<file path="src/rtl/alu_pkg.sv">
// Shared types and constants for the ALU command dispatcher.
// Opcode map, state encoding and command bundle layout.
package alu_pkg;

  localparam int A_W   = 16;
  localparam int B_W   = 16;
  localparam int OP_W  = 4;
  localparam int RES_W = 32;

  localparam logic [OP_W-1:0] OP_ADD = 4'h0;
  localparam logic [OP_W-1:0] OP_SUB = 4'h1;
  localparam logic [OP_W-1:0] OP_MUL = 4'h2;
  localparam logic [OP_W-1:0] OP_DIV = 4'h3;
  localparam logic [OP_W-1:0] OP_AND = 4'h4;
  localparam logic [OP_W-1:0] OP_OR  = 4'h5;
  localparam logic [OP_W-1:0] OP_XOR = 4'h6;
  localparam logic [OP_W-1:0] OP_NOT = 4'h7;
  localparam logic [OP_W-1:0] OP_SHL = 4'h8;
  localparam logic [OP_W-1:0] OP_SHR = 4'h9;
  localparam logic [OP_W-1:0] OP_SRA = 4'hA;
  localparam logic [OP_W-1:0] OP_MAX_LEGAL = 4'hA;

  localparam logic [1:0] ST_IDLE  = 2'd0;
  localparam logic [1:0] ST_ISSUE = 2'd1;
  localparam logic [1:0] ST_WAIT  = 2'd2;
  localparam logic [1:0] ST_RESP  = 2'd3;

  typedef struct packed {
    logic [A_W-1:0]  a;
    logic [B_W-1:0]  b;
    logic [OP_W-1:0] op;
  } cmd_t;

  function automatic logic op_legal(
    input logic [OP_W-1:0] op
  );
    return op <= OP_MAX_LEGAL;
  endfunction

endpackage

</file>
<file path="src/rtl/alu_cmd_dispatcher_if.sv">
// Command, calculator and response signals of the dispatcher.
// slave = dispatcher view, master = environment view.
interface alu_cmd_dispatcher_if;
  import alu_pkg::*;

  logic             cmd_valid;
  logic             cmd_ready;
  logic [A_W-1:0]   cmd_a;
  logic [B_W-1:0]   cmd_b;
  logic [OP_W-1:0]  cmd_op;
  logic             alu_start;
  logic [A_W-1:0]   alu_a;
  logic [B_W-1:0]   alu_b;
  logic [OP_W-1:0]  alu_op;
  logic [RES_W-1:0] alu_result;
  logic             alu_done;
  logic             rsp_valid;
  logic             rsp_ready;
  logic [RES_W-1:0] rsp_result;
  logic [OP_W-1:0]  rsp_op;
  logic             rsp_err;
  logic             busy;

  modport slave (
    input  cmd_valid, cmd_a, cmd_b, cmd_op,
    input  alu_result, alu_done, rsp_ready,
    output cmd_ready, alu_start,
    output alu_a, alu_b, alu_op,
    output rsp_valid, rsp_result, rsp_op,
    output rsp_err, busy
  );

  modport master (
    output cmd_valid, cmd_a, cmd_b, cmd_op,
    output alu_result, alu_done, rsp_ready,
    input  cmd_ready, alu_start,
    input  alu_a, alu_b, alu_op,
    input  rsp_valid, rsp_result, rsp_op,
    input  rsp_err, busy
  );

endinterface

</file>
<file path="src/rtl/alu_cmd_fifo.sv">
// Command FIFO: DEPTH entries of packed cmd_t.
// Extra pointer MSB separates full from empty.
module alu_cmd_fifo
  import alu_pkg::*;
#(
  parameter int DEPTH = 4
) (
  input  logic clk,
  input  logic reset,
  input  logic push,
  input  logic pop,
  input  cmd_t wdata,
  output cmd_t rdata,
  output logic full,
  output logic empty
);

  localparam int AW = $clog2(DEPTH);

  cmd_t        mem [DEPTH];
  logic [AW:0] wptr;
  logic [AW:0] rptr;
  logic        do_push;
  logic        do_pop;

  assign empty = wptr == rptr;
  assign full  = (wptr[AW] != rptr[AW]) &&
                 (wptr[AW-1:0] == rptr[AW-1:0]);

  assign do_push = push && !full;
  assign do_pop  = pop && !empty;
  assign rdata   = mem[rptr[AW-1:0]];

  always_ff @(posedge clk or posedge reset) begin
    if (reset) begin
      wptr <= '0;
      rptr <= '0;
    end else begin
      if (do_push) wptr <= wptr + 1'b1;
      if (do_pop)  rptr <= rptr + 1'b1;
    end
  end

  always_ff @(posedge clk) begin
    if (do_push) mem[wptr[AW-1:0]] <= wdata;
  end

endmodule

</file>
<file path="src/rtl/alu_cmd_dispatcher.sv">
// Queues ALU commands and runs them one at a time
// through the calculator start/done handshake.
module alu_cmd_dispatcher
  import alu_pkg::*;
#(
  parameter int DEPTH   = 4,
  parameter int TIMEOUT = 15
) (
  input logic clk,
  input logic reset,
  alu_cmd_dispatcher_if.slave bus
);

  localparam int CW = $clog2(TIMEOUT + 1);

  logic [1:0]    state;
  logic [CW-1:0] tmo_cnt;
  cmd_t          wdata;
  cmd_t          head;
  logic          full;
  logic          empty;
  logic          pop;

  assign wdata = '{a: bus.cmd_a, b: bus.cmd_b, op: bus.cmd_op};
  assign pop   = (state == ST_IDLE) && !empty;

  alu_cmd_fifo #(.DEPTH(DEPTH)) u_fifo (
    .clk   (clk),
    .reset (reset),
    .push  (bus.cmd_valid),
    .pop   (pop),
    .wdata (wdata),
    .rdata (head),
    .full  (full),
    .empty (empty)
  );

  assign bus.cmd_ready = !full;
  assign bus.alu_start = state == ST_ISSUE;
  assign bus.rsp_valid = state == ST_RESP;
  assign bus.busy      = (state != ST_IDLE) || !empty;

  always_ff @(posedge clk or posedge reset) begin
    if (reset) begin
      state          <= ST_IDLE;
      tmo_cnt        <= '0;
      bus.alu_a      <= '0;
      bus.alu_b      <= '0;
      bus.alu_op     <= '0;
      bus.rsp_result <= '0;
      bus.rsp_op     <= '0;
      bus.rsp_err    <= 1'b0;
    end else begin
      unique case (1'b1)
        state == ST_IDLE: begin
          if (!empty) begin
            bus.alu_a  <= head.a;
            bus.alu_b  <= head.b;
            bus.alu_op <= head.op;
            if (op_legal(head.op)) begin
              state <= ST_ISSUE;
            end else begin
              // illegal op never reaches the calculator
              bus.rsp_result <= '0;
              bus.rsp_op     <= head.op;
              bus.rsp_err    <= 1'b1;
              state          <= ST_RESP;
            end
          end
        end
        state == ST_ISSUE: begin
          tmo_cnt <= '0;
          state   <= ST_WAIT;
        end
        state == ST_WAIT: begin
          if (bus.alu_done) begin
            bus.rsp_result <= bus.alu_result;
            bus.rsp_op     <= bus.alu_op;
            bus.rsp_err    <= 1'b0;
            state          <= ST_RESP;
          end else begin
            tmo_cnt <= tmo_cnt + 1'b1;
            if (tmo_cnt == CW'(TIMEOUT - 1)) begin
              bus.rsp_result <= '0;
              bus.rsp_op     <= bus.alu_op;
              bus.rsp_err    <= 1'b1;
              state          <= ST_RESP;
            end
          end
        end
        state == ST_RESP: begin
          if (bus.rsp_ready) state <= ST_IDLE;
        end
        default: state <= ST_IDLE;
      endcase
    end
  end

endmodule
</file>
<file path="src/flat_wrapper.sv">
// flat-port wrapper written by rule: the top's interface ports become plain ports
module alu_cmd_dispatcher_flat import alu_pkg::*;
#(
  parameter int DEPTH   = 4,
  parameter int TIMEOUT = 15
)
  (clk, reset, bus_cmd_valid, bus_cmd_a, bus_cmd_b, bus_cmd_op, bus_alu_result, bus_alu_done, bus_rsp_ready, bus_cmd_ready, bus_alu_start, bus_alu_a, bus_alu_b, bus_alu_op, bus_rsp_valid, bus_rsp_result, bus_rsp_op, bus_rsp_err, bus_busy);
  alu_cmd_dispatcher_if bus_i ();
  input logic clk;
  input logic reset;
  input wire logic [$bits(bus_i.cmd_valid)-1:0] bus_cmd_valid;
  input wire logic [$bits(bus_i.cmd_a)-1:0] bus_cmd_a;
  input wire logic [$bits(bus_i.cmd_b)-1:0] bus_cmd_b;
  input wire logic [$bits(bus_i.cmd_op)-1:0] bus_cmd_op;
  input wire logic [$bits(bus_i.alu_result)-1:0] bus_alu_result;
  input wire logic [$bits(bus_i.alu_done)-1:0] bus_alu_done;
  input wire logic [$bits(bus_i.rsp_ready)-1:0] bus_rsp_ready;
  output wire logic [$bits(bus_i.cmd_ready)-1:0] bus_cmd_ready;
  output wire logic [$bits(bus_i.alu_start)-1:0] bus_alu_start;
  output wire logic [$bits(bus_i.alu_a)-1:0] bus_alu_a;
  output wire logic [$bits(bus_i.alu_b)-1:0] bus_alu_b;
  output wire logic [$bits(bus_i.alu_op)-1:0] bus_alu_op;
  output wire logic [$bits(bus_i.rsp_valid)-1:0] bus_rsp_valid;
  output wire logic [$bits(bus_i.rsp_result)-1:0] bus_rsp_result;
  output wire logic [$bits(bus_i.rsp_op)-1:0] bus_rsp_op;
  output wire logic [$bits(bus_i.rsp_err)-1:0] bus_rsp_err;
  output wire logic [$bits(bus_i.busy)-1:0] bus_busy;
  assign bus_i.cmd_valid = bus_cmd_valid;
  assign bus_i.cmd_a = bus_cmd_a;
  assign bus_i.cmd_b = bus_cmd_b;
  assign bus_i.cmd_op = bus_cmd_op;
  assign bus_i.alu_result = bus_alu_result;
  assign bus_i.alu_done = bus_alu_done;
  assign bus_i.rsp_ready = bus_rsp_ready;
  assign bus_cmd_ready = bus_i.cmd_ready;
  assign bus_alu_start = bus_i.alu_start;
  assign bus_alu_a = bus_i.alu_a;
  assign bus_alu_b = bus_i.alu_b;
  assign bus_alu_op = bus_i.alu_op;
  assign bus_rsp_valid = bus_i.rsp_valid;
  assign bus_rsp_result = bus_i.rsp_result;
  assign bus_rsp_op = bus_i.rsp_op;
  assign bus_rsp_err = bus_i.rsp_err;
  assign bus_busy = bus_i.busy;
  alu_cmd_dispatcher #(.DEPTH(DEPTH), .TIMEOUT(TIMEOUT)) u_core (.clk(clk), .reset(reset), .bus(bus_i));
endmodule
</file>
<file path="config.mk">
export PLATFORM = sky130hd
export DESIGN_NAME = alu_cmd_dispatcher_flat
export DESIGN_NICKNAME = d
export VERILOG_FILES = /design/src/rtl/alu_pkg.sv /design/src/rtl/alu_cmd_dispatcher_if.sv /design/src/rtl/alu_cmd_fifo.sv /design/src/rtl/alu_cmd_dispatcher.sv /design/src/flat_wrapper.sv
export SDC_FILE = /design/constraint.sdc
export NUM_CORES = 1
export LEC_CHECK = 0
export CORE_AREA = 2 2 131 184
export DETAILED_ROUTE_END_ITERATION = 8
export DIE_AREA = 0 0 133 186
export SETUP_SLACK_MARGIN = 0.15
export SLEW_MARGIN = 30
export SYNTH_ARGS = -nofsm -noshare
export SYNTH_HDL_FRONTEND = slang
export SYNTH_HIERARCHICAL = 1
export SYNTH_SLANG_ARGS = --single-unit
</file>
<file path="constraint.sdc">
create_clock -name clk -period 2.75 [get_ports clk]
set_clock_uncertainty 0.15 [all_clocks]
set_input_delay 0.825 -clock clk [delete_from_list [all_inputs] [get_ports clk]]
set_output_delay 0.825 -clock clk [all_outputs]
set_load 0.03 [all_outputs]
</file>
==> impl_metrics.json <==
{
  "status": "finished clean",
  "postLayoutCoreUtil_pct": 52.9,
  "place_congestion": 0.810,
  "stdcell_count": 1035,
  "wirelength_mm": 20.4,
  "grt_pass1_vias": 5522,
  "cts_tree": "yes",
  "fmax_mhz": 376,
  "cp.arrival_ns": 1.68,
  "cp_max_fo": 3,
  "layout-drive-gt1-share_pct": 22.9,
  "rsz0062_at_grt": "true",
  "finalCritPeriodShare_pct": 96.7,
  "synth_top_cell_by_area": "edfxtp_1",
  "final_nets": 796,
  "cp.buffers_inverters": 4,
  "grt_pass1_wl_mm": 31.5,
  "num_io_pins": 150,
  "vias": 5216,
  "synth_edf_count": 144,
  "p_per_area_nw_per_um2": 1180,
  "ys_seq_area_share_pct": 71.2,
  "cp-end-kind": "output port",
  "critical_path_required_ns": 1.78,
  "die_h_um": 186,
  "clk_latency_ns": 0.51,
  "diodes": 0,
  "dp_cells": 979,
  "cp_cell_sequence": "buf_16 -> xnor2_4 -> nand3_2 -> inv_2 -> inv_2 -> buf_12",
  "root_buffer": "clkbuf_16",
  "rows": 66,
  "maxCapViolCount": 0,
  "clk_pin_slew_ns": 0.06,
  "synth_area_leaders": "edfxtp_1, dfrtp_1, mux4_2",
  "worstSetupPathType": "reg -> out",
  "htreeDepth": 1,
  "cts_buffers": 24,
  "start_util_pct": 39.3,
  "cts_buffer_depth": 3,
  "critPathMaxStageDelay_ns": 0.52,
  "postPlaceCellArea_um2": 11100,
  "setup_viol": 0,
  "first_iter_violations": 212,
  "ys_warn_count": 6,
  "yosys.area.top_type_share_pct": 47.7,
  "synthCells": 529,
  "synth.avg_cell_area_um2": 17.1,
  "tightest_slew_ns": 0.477,
  "synthFlopType": "edfxtp_1",
  "cp_common_cell": "inv_2",
  "io_buffers": 149,
  "syn_to_final_growth_pct": 34.5,
  "grt_usage_pct": 16.5,
  "postCtsHoldBufs": 0,
  "fillers": 1820,
  "antenna_found_initial": 1,
  "synth_cell_types": 38,
  "synthArstFlopShare_pct": 37.1,
  "postRouteAntennaNets": 0,
  "hpwl_mm": 12.2,
  "post_drt_via_cell_ratio": 5.04,
  "grt_max_degree": 38,
  "slew_violations": 0,
  "finalHoldViolCount": 0,
  "synth_nets": 614,
  "holdWs_ns": 0.353,
  "dr.pass1.iters": 5,
  "worst_hold_path_type": "reg -> reg",
  "start_kind": "flip-flop",
  "drc": 0,
  "wl_per_cell_um": 19.7,
  "grt_overflow": 0,
  "synth_seq_cells": 229,
  "p_leak_nw": 4.47,
  "syn_area_um2": 9060,
  "irDropWorstVdd_v": 0.000637,
  "die_area_um2": 24700,
  "fin_setup_tns_ns": 0,
  "design_area_um2": 12200,
  "fp.dieW_um": 133,
  "clock-sinks": 229,
  "core_area_um2": 23000,
  "slew_headroom_pct": 68.1,
  "fin_crit_ns": 2.66,
  "critPathSlowestCell": "dfrtp_4",
  "critPathTopFamily": "flip-flops"
}
-- state kept, by name, summed over array words and instances (netlist names) --
register / cells
u_core/u_fifo/wptr: 3
u_core/bus.rsp_op: 4
u_core/bus.alu_op: 4
u_core/state: 2
u_core/bus.rsp_err: 1
u_core/u_fifo/rptr: 3
u_core/bus.rsp_result: 32
u_core/bus.alu_b: 16
u_core/bus.alu_a: 16
u_core/u_fifo/mem: 144
u_core/tmo_cnt: 4
-- path summary, 6_finish.rpt --
check	startpoint	end	slack (ns)	cells past startpoint
worst min register to register	u_core/bus.alu_a[4]	u_core/bus.alu_a[4]	0.35	1
max in group asynchronous	reset	u_core/bus.alu_a[14]	1.30	3
min in group asynchronous	reset	u_core/u_fifo/wptr[0]	0.51	2
worst min-delay path	u_core/bus.alu_a[4]	u_core/bus.alu_a[4]	0.35	1
worst max register to register	u_core/u_fifo/rptr[0]	u_core/bus.rsp_result[27]	0.22	8
worst max-delay path	u_core/u_fifo/rptr[0]	bus_cmd_ready	0.09	6
-- area by class of cell --
cell class	count	area, um2	share of cell area (%)
clock buffer	32	652	5.35
clock inverter	12	146	1.20
inverter	13	52.6	0.431
multi-input combinational	257	2430	19.9
sequential	229	6460	53.0
tap	306	383	3.14
timing repair buffer	186	2070	17.0
-- cell families (layout without fill, tap and decap cells) --
family | count (synthesis) | after routing | share of synthesized area (%)
XOR/XNOR | 10 | 10 | 1.21
flip-flops | 229 | 229 | 71.2
adder cells (fa/ha/maj) | 12 | 12 | 1.66
multiplexers | 78 | 78 | 14.1
AND/OR/NAND/NOR | 57 | 57 | 2.95
AO/OA/AOI/OAI | 100 | 100 | 6.17
buffers and inverters | 43 | 243 | 2.73
-- cells in the mapped netlist (5+ instances only) --
library cell / number
buf_2: 7
buf_4: 5
buf_6: 7
clkbuf_1: 6
clkbuf_2: 5
dfrtp_1: 85
edfxtp_1: 144
ha_1: 12
inv_1: 13
mux2_2: 37
mux2i_1: 5
mux4_2: 36
nand2_1: 39
o21ai_0: 45
o21ai_1: 35
o31ai_1: 5
xnor2_1: 5
-- where the power goes --
part	total [W]	internal [W]	switching [W]
clock network	0.00324	0.00195	0.00129
logic	0.00618	0.00297	0.00321
registers	0.00501	0.00464	0.000378
-- timing repair --
item	in CTS	in global routing
endpoints found under the hold margin	0	0
pin swaps	3	2
cloned	4	1
buffers inserted	5	2
resized for setup	27	12
endpoints found under the setup margin	37	45
-- through the flow --
step | total power [W] | setup WS [ns]
after floorplan | 0.00870 | 0.345
after global placement | 0.0106 | 0.0804
after detailed placement | 0.0108 | 0.0677
after CTS | 0.0145 | 0.0667
after global routing | 0.0152 | 0.0240
final | 0.0144 | 0.0917
-- cell usage in the layout, fill, tap and decap left out, drive strengths merged, types with 5 or more instances in the layout --
master           n
dfrtp           85
xnor2            6
clkdlybuf4s50  140
nand2           39
mux2i            5
clkbuf          33
o31ai            5
clkinv           8
mux2            37
ha              12
mux4            36
inv             12
o21ai           81
edfxtp         144
buf             35
-- metal layers --
layer | global-route usage [%] | up-vias | wire, um
li1 | - | 2373 | -
met3 | 3.24 | 29 | 1110
met4 | 4.00 | 0 | 340
met5 | 0 | - | 0
met1 | 19.5 | 2645 | 8070
met2 | 31.0 | 169 | 10800
(Power assumes the default switching activity.)
